--- config.mk ---
export PLATFORM = sky130hd
export DESIGN_NAME = slave_port_arbiter
export DESIGN_NICKNAME = d
export VERILOG_FILES = /design/src/rtl/slave_port_arbiter.sv
export SDC_FILE = /design/constraint.sdc
export NUM_CORES = 1
export LEC_CHECK = 0
export CAP_MARGIN = 10
export CELL_PAD_IN_SITES_DETAIL_PLACEMENT = 0
export CELL_PAD_IN_SITES_GLOBAL_PLACEMENT = 2
export CORE_ASPECT_RATIO = 2
export CORE_MARGIN = 5
export CORE_UTILIZATION = 37
export CTS_BUF_LIST = sky130_fd_sc_hd__clkbuf_8
export CTS_CLUSTER_SIZE = 14
export DETAILED_ROUTE_END_ITERATION = 8
export DONT_BUFFER_PORTS = 1
export PLACE_DENSITY = 0.87
export SLEW_MARGIN = 40
export SYNTH_ARGS = -nofsm -noshare
export SYNTH_HDL_FRONTEND = slang
export SYNTH_SLANG_ARGS = --single-unit
--- constraint.sdc ---
create_clock -name clk -period 3.86 [get_ports clk]
set_clock_uncertainty 0.15 [all_clocks]
set_input_delay 0.772 -clock clk [delete_from_list [all_inputs] [get_ports clk]]
set_output_delay 0.772 -clock clk [all_outputs]
set_load 0.03 [all_outputs]
--- src/rtl/slave_port_arbiter.sv ---
// slave_port_arbiter
// Shares one crossbar slave between two masters (m0, m1). Requests are
// filtered by address bit 31, arbitrated round-robin, and forwarded one at a
// time on a latched slave bus. The slave's ack is tracked through its high
// and low phases, and the owning master gets a single-cycle ack (with read
// data) or, if the slave never answers in time, a single-cycle err.
// Every output is driven straight from a register.

module slave_port_arbiter #(
    parameter logic ADDR    = 1'b0,
    parameter int   TIMEOUT = 16
) (
    input  logic        clk,
    input  logic        reset,

    input  logic        m0_req,
    input  logic        m0_cmd,
    input  logic [31:0] m0_addr,
    input  logic [31:0] m0_wdata,
    output logic        m0_ack,
    output logic        m0_err,
    output logic [31:0] m0_rdata,

    input  logic        m1_req,
    input  logic        m1_cmd,
    input  logic [31:0] m1_addr,
    input  logic [31:0] m1_wdata,
    output logic        m1_ack,
    output logic        m1_err,
    output logic [31:0] m1_rdata,

    output logic        s_req,
    output logic        s_cmd,
    output logic [31:0] s_addr,
    output logic [31:0] s_wdata,
    input  logic        s_ack,
    input  logic [31:0] s_rdata,

    output logic        busy
);

    typedef enum logic [2:0] {
        IDLE  = 3'd0,
        BUSY  = 3'd1,
        ACKED = 3'd2,
        DONE  = 3'd3,
        ERR   = 3'd4
    } state_e;

    // Last counter value at which the slave may still answer; one more
    // silent cycle and the transaction is abandoned.
    localparam logic [7:0] TMO_LAST = 8'(TIMEOUT - 1);

    state_e      state_q, state_d;
    logic        owner_q, owner_d;
    logic        last_q, last_d;
    logic [7:0]  cnt_q, cnt_d;

    logic        elig0, elig1;
    logic        grant;

    logic        s_req_q, s_req_d;
    logic        s_cmd_q, s_cmd_d;
    logic [31:0] s_addr_q, s_addr_d;
    logic [31:0] s_wdata_q, s_wdata_d;
    logic [1:0]  ack_q, ack_d;
    logic [1:0]  err_q, err_d;
    logic [31:0] rdata0_q, rdata0_d;
    logic [31:0] rdata1_q, rdata1_d;
    logic        busy_q, busy_d;

    // A master only competes for this port when its address selects it.
    assign elig0 = m0_req && (m0_addr[31] == ADDR);
    assign elig1 = m1_req && (m1_addr[31] == ADDR);

    // State register plus every registered output; reset abandons any
    // transaction in flight without pulsing ack or err.
    always_ff @(posedge clk) begin
        if (reset) begin
            state_q   <= IDLE;
            owner_q   <= 1'b0;
            last_q    <= 1'b1;
            cnt_q     <= '0;
            s_req_q   <= 1'b0;
            s_cmd_q   <= 1'b0;
            s_addr_q  <= '0;
            s_wdata_q <= '0;
            ack_q     <= '0;
            err_q     <= '0;
            rdata0_q  <= '0;
            rdata1_q  <= '0;
            busy_q    <= 1'b0;
        end else begin
            state_q   <= state_d;
            owner_q   <= owner_d;
            last_q    <= last_d;
            cnt_q     <= cnt_d;
            s_req_q   <= s_req_d;
            s_cmd_q   <= s_cmd_d;
            s_addr_q  <= s_addr_d;
            s_wdata_q <= s_wdata_d;
            ack_q     <= ack_d;
            err_q     <= err_d;
            rdata0_q  <= rdata0_d;
            rdata1_q  <= rdata1_d;
            busy_q    <= busy_d;
        end
    end

    // Next-state logic: round-robin grant in IDLE, ack tracking and timeout
    // while the slave owns the transaction. An ack seen on the timeout cycle
    // is checked first so it wins over the abort.
    always_comb begin
        state_d = state_q;
        owner_d = owner_q;
        last_d  = last_q;
        cnt_d   = cnt_q;
        grant   = 1'b0;
        unique case (state_q)
            IDLE: begin
                if (elig0 && elig1) begin
                    grant   = 1'b1;
                    owner_d = ~last_q;
                end else if (elig0) begin
                    grant   = 1'b1;
                    owner_d = 1'b0;
                end else if (elig1) begin
                    grant   = 1'b1;
                    owner_d = 1'b1;
                end
                if (grant) begin
                    cnt_d   = '0;
                    state_d = BUSY;
                end
            end
            BUSY: begin
                cnt_d = cnt_q + 8'd1;
                if (s_ack) begin
                    state_d = ACKED;
                end else if (cnt_q == TMO_LAST) begin
                    state_d = ERR;
                end
            end
            ACKED: begin
                cnt_d = cnt_q + 8'd1;
                if (!s_ack) begin
                    state_d = DONE;
                end else if (cnt_q == TMO_LAST) begin
                    state_d = ERR;
                end
            end
            DONE: begin
                last_d  = owner_q;
                state_d = IDLE;
            end
            ERR: begin
                last_d  = owner_q;
                state_d = IDLE;
            end
            default: begin
                state_d = IDLE;
            end
        endcase
    end

    // Output logic: computes the next value of each registered output from
    // the transition being taken, so outputs line up with the new state.
    always_comb begin
        s_req_d   = (state_d == BUSY);
        s_cmd_d   = s_cmd_q;
        s_addr_d  = s_addr_q;
        s_wdata_d = s_wdata_q;
        ack_d     = '0;
        err_d     = '0;
        rdata0_d  = rdata0_q;
        rdata1_d  = rdata1_q;
        busy_d    = (state_d != IDLE);

        if (grant) begin
            if (owner_d) begin
                s_cmd_d   = m1_cmd;
                s_addr_d  = m1_addr;
                s_wdata_d = m1_wdata;
            end else begin
                s_cmd_d   = m0_cmd;
                s_addr_d  = m0_addr;
                s_wdata_d = m0_wdata;
            end
        end

        if ((state_q == ACKED) && (state_d == DONE)) begin
            ack_d[owner_q] = 1'b1;
            if (!s_cmd_q) begin
                if (owner_q) begin
                    rdata1_d = s_rdata;
                end else begin
                    rdata0_d = s_rdata;
                end
            end
        end

        if (state_d == ERR) begin
            err_d[owner_q] = 1'b1;
        end
    end

    assign s_req    = s_req_q;
    assign s_cmd    = s_cmd_q;
    assign s_addr   = s_addr_q;
    assign s_wdata  = s_wdata_q;
    assign m0_ack   = ack_q[0];
    assign m1_ack   = ack_q[1];
    assign m0_err   = err_q[0];
    assign m1_err   = err_q[1];
    assign m0_rdata = rdata0_q;
    assign m1_rdata = rdata1_q;
    assign busy     = busy_q;

endmodule

==> reports/metrics.csv <==
stage;metric;value;unit
run_status;status;finished clean;
worst_setup_path;CP Class;register to register;
clocking;CTS resizes;0;
synth;Cell Area, Synth;0.00604;sq mm
die;Die X;100;microns
min_path;Worst Hold Class;primary input to register;
pwr;combinational share of power;9.8;%
sta;Final setup viols;0;
worst_setup_path;Worst setup SP type;register;
synth;xor/xnor share of the synthesized area;0.704;%
sta;final hold violations;0;
global_routing;grt ovf;0;
pwr;Leak;2.07;nW
synth;post-synthesis register bit count;148;
pwr;clock group share of total power;37.2;%
synth;synth top area cells;dfxtp_1, o21ai_0, nand2_1;
synth;largest family of logic cells by synthesized area;compound AO/OA/AOI/OAI gates;
pwr;Total Power;3.55;mW
route;post-DR wirelength/cell;20.1;microns
global_routing;GRT Overall Usage;18.6;%
pwr;Flop pwr share;53.1;%
synth;Seq/Total Area, Yosys;49.0;%
pwr;switching part of the total;30.7;%
route;iteration count of the initial detailed-routing pass;5;
route;Post-Route WL;18600;microns
cells_and_area;nets;875;
synth;asr flop ratio synth;0;%
place;PortBufs;0;
cells_and_area;layout cell share with drive strength beyond 1;8.21;%
worst_setup_path;Critical Path End Type;register;
place;GPL Wtd Cong;0.749;
die;initial cell density of the core;37.3;%
worst_setup_path;required time of the critical path;4.08;ns
pwr;internal power;2.46;mW
clocking;Clock Latency Late Sink;0.43;ns
sta;Slew HR;47.5;%
synth;Netlist cell types;52;
cells_and_area;final cell count without fillers;923;
clocking;clk sink count;148;
place;dpl cells;891;
synth;yosys warns;0;
synth;complex-gate fraction of the synthesized area;25.2;%
sta;period utilization;63.6;%
synth;synth cell count leaders;dfxtp_1, nand2_1, o21ai_0;
place;post-DP HPWL;13100;microns
global_routing;largest net degree at the start of global routing;127;
die;io pins;302;
sta;crit path time final;2.46;ns
synth;post-synthesis simple-gate area fraction;18.8;%
global_routing;first-pass GRT wire length;28400;microns
die;Die Span Y;191;microns
die;row count;66;
sta;actual slew at the worst max-slew pin;0.786;ns
synth;largest area contributor in the netlist;dfxtp_1;
synth;Post-synth EDFFs;0;
die;Die Area;0.0191;sq mm
route;DRT iter0 DRCs;182;
clocking;clock buffer depth;2;
clocking;CTS clock-pin slew for the worst setup and hold paths;0.09;ns
synth;post-synthesis mux area share;0.352;%
sta;sum of negative setup slack;0;ns
clocking;Clock H-tree levels;4;
route;ANT nets after route;0;
route;# DRC;0;
clocking;# hold bufs at CTS;0;
synth;Synth Net Count;922;
worst_setup_path;Critical Path AT;2.67;ns
route;ratio of routed vias to standard cells;5.81;
synth;synthesized area per cell;8.01;sq um
pwr;maximum VDD drop;0.000206;V
cells_and_area;diodes inserted;0;
pwr;pwr/cell area;542;mW/mm^2
job;Max-Cap Viols;0;
synth;Post-Syn Instances;754;
clocking;CTS Root Buffer Type;clkbuf_8;
global_routing;initial antenna violation count;1;
worst_setup_path;CP Max Fanout;34;
synth;ys flop type;dfxtp_1;
cells_and_area;Synth-to-Final Area Change;8.22;%
pwr;net switching power figure;1.09;mW
synth;post-synthesis adder-cell area fraction;0.207;%
route;Via Count;5367;
clocking;postcts setup bufs;0;
sta;max-slew violation count;0;
die;CORE AREA;0.0162;sq mm
cells_and_area;filler instances;1651;
global_routing;number of global-route vias before repair;5260;
synth;top cell type's share of synthesized area;49.0;%
clocking;Num CTS Buffers;17;
sta;Achievable Freq;0.407;GHz
synth;most common cell in the netlist;dfxtp_1;
sta;RSZ-0062 raised after global routing;false;
sta;minimum hold slack;0.255;ns
clocking;CTS tree;built;
[power by group through the flow]
stage | sequential, mW | combinational (mW) | clock [mW]
floorplan | 1.88 | 0.305 | 0
global placement | 1.92 | 0.332 | 0
detailed placement | 1.92 | 0.347 | 0
global route | 1.89 | 0.394 | 1.43
finish | 1.88 | 0.346 | 1.32
CTS | 1.88 | 0.348 | 1.37
[per-layer routing]
metal / vias to the layer above / wire [microns] / part of all wire (%) / track usage, %
met1: 2472 / 6430 / 35 / 19.6
li1: 2572 / - / - / -
met4: 0 / 424 / 2.3 / 6.90
met3: 33 / 1990 / 11 / 7.03
met2: 290 / 9700 / 52 / 33.0
met5: - / 0 / 0 / 0
[flip-flops by register name, indices dropped and copies added, names as in the netlist]
register,cells
last_q,1
state_q,3
owner_q,1
s_addr,32
s_cmd,1
cnt_q,8
busy,1
err_q,2
m1_rdata,32
s_wdata,32
ack_q,2
s_req,1
m0_rdata,32
[logic make-up after synthesis]
| kind of cell | Yosys count |
|---|---|
| AOI/OAI and AO/OA | 278 |
| and+or+nand+nor | 241 |
| DFF | 148 |
| buffers and inverters | 80 |
| xor gates and xnor gates | 4 |
| muxes | 2 |
| adders and majority gates | 1 |
[layout by cell type, fill, tap and decap left out, types with 6 or more instances in the layout]
master    instances
dfxtp_1         148
buf_4            10
clkbuf_8         18
nor3_1            6
a31oi_1          65
o21ai_0         125
o21ai_1           7
a21oi_1          68
nand2_1         135
nand3_1          69
[worst paths after layout]
kind,cells past startpoint,slack [ns],end,start
worst min-delay path,1,0.25,m0_rdata[5]$_SDFFE_PP0P_,reset
worst min register to register,2,0.35,cnt_q[1]$_SDFFE_PP0P_,cnt_q[1]$_SDFFE_PP0P_
worst max register to register,5,1.40,s_addr[6]$_SDFFE_PP0P_,state_q[2]$_SDFF_PP0_
worst max-delay path,5,1.40,s_addr[6]$_SDFFE_PP0P_,state_q[2]$_SDFF_PP0_
[stage by stage]
step / util, % / setup WS (ns) / cell area [sq um]
finish: 40.4 / 1.40 / 6540
CTS: 40.4 / 1.40 / 6530
floorplan: - / 1.59 / 6040
detailed placement: 37.7 / 1.24 / 6100
global route: 40.4 / 1.14 / 6540
global placement: 37.6 / 1.06 / 6090
[worst max-delay path, cell delays in order (launching register included)]
cell and delay [ns]:
dfxtp_1 0.66, nor3_4 0.14, a21oi_4 0.66, buf_4 0.43, o21ai_0 0.13, a31oi_1 0.20
[area by class of cell]
| cell class | instances | area [sq um] | share of cell area, % |
|---|---|---|---|
| clock buffers | 18 | 248 | 3.79 |
| clock inverters | 13 | 181 | 2.77 |
| inverters | 3 | 11.3 | 0.172 |
| multi-input cells | 526 | 2790 | 42.6 |
| flip-flops and latches | 148 | 2960 | 45.3 |
| well taps | 204 | 255 | 3.90 |
| repair buffers | 11 | 95.1 | 1.45 |
Power figures use the tool's default switching activity.
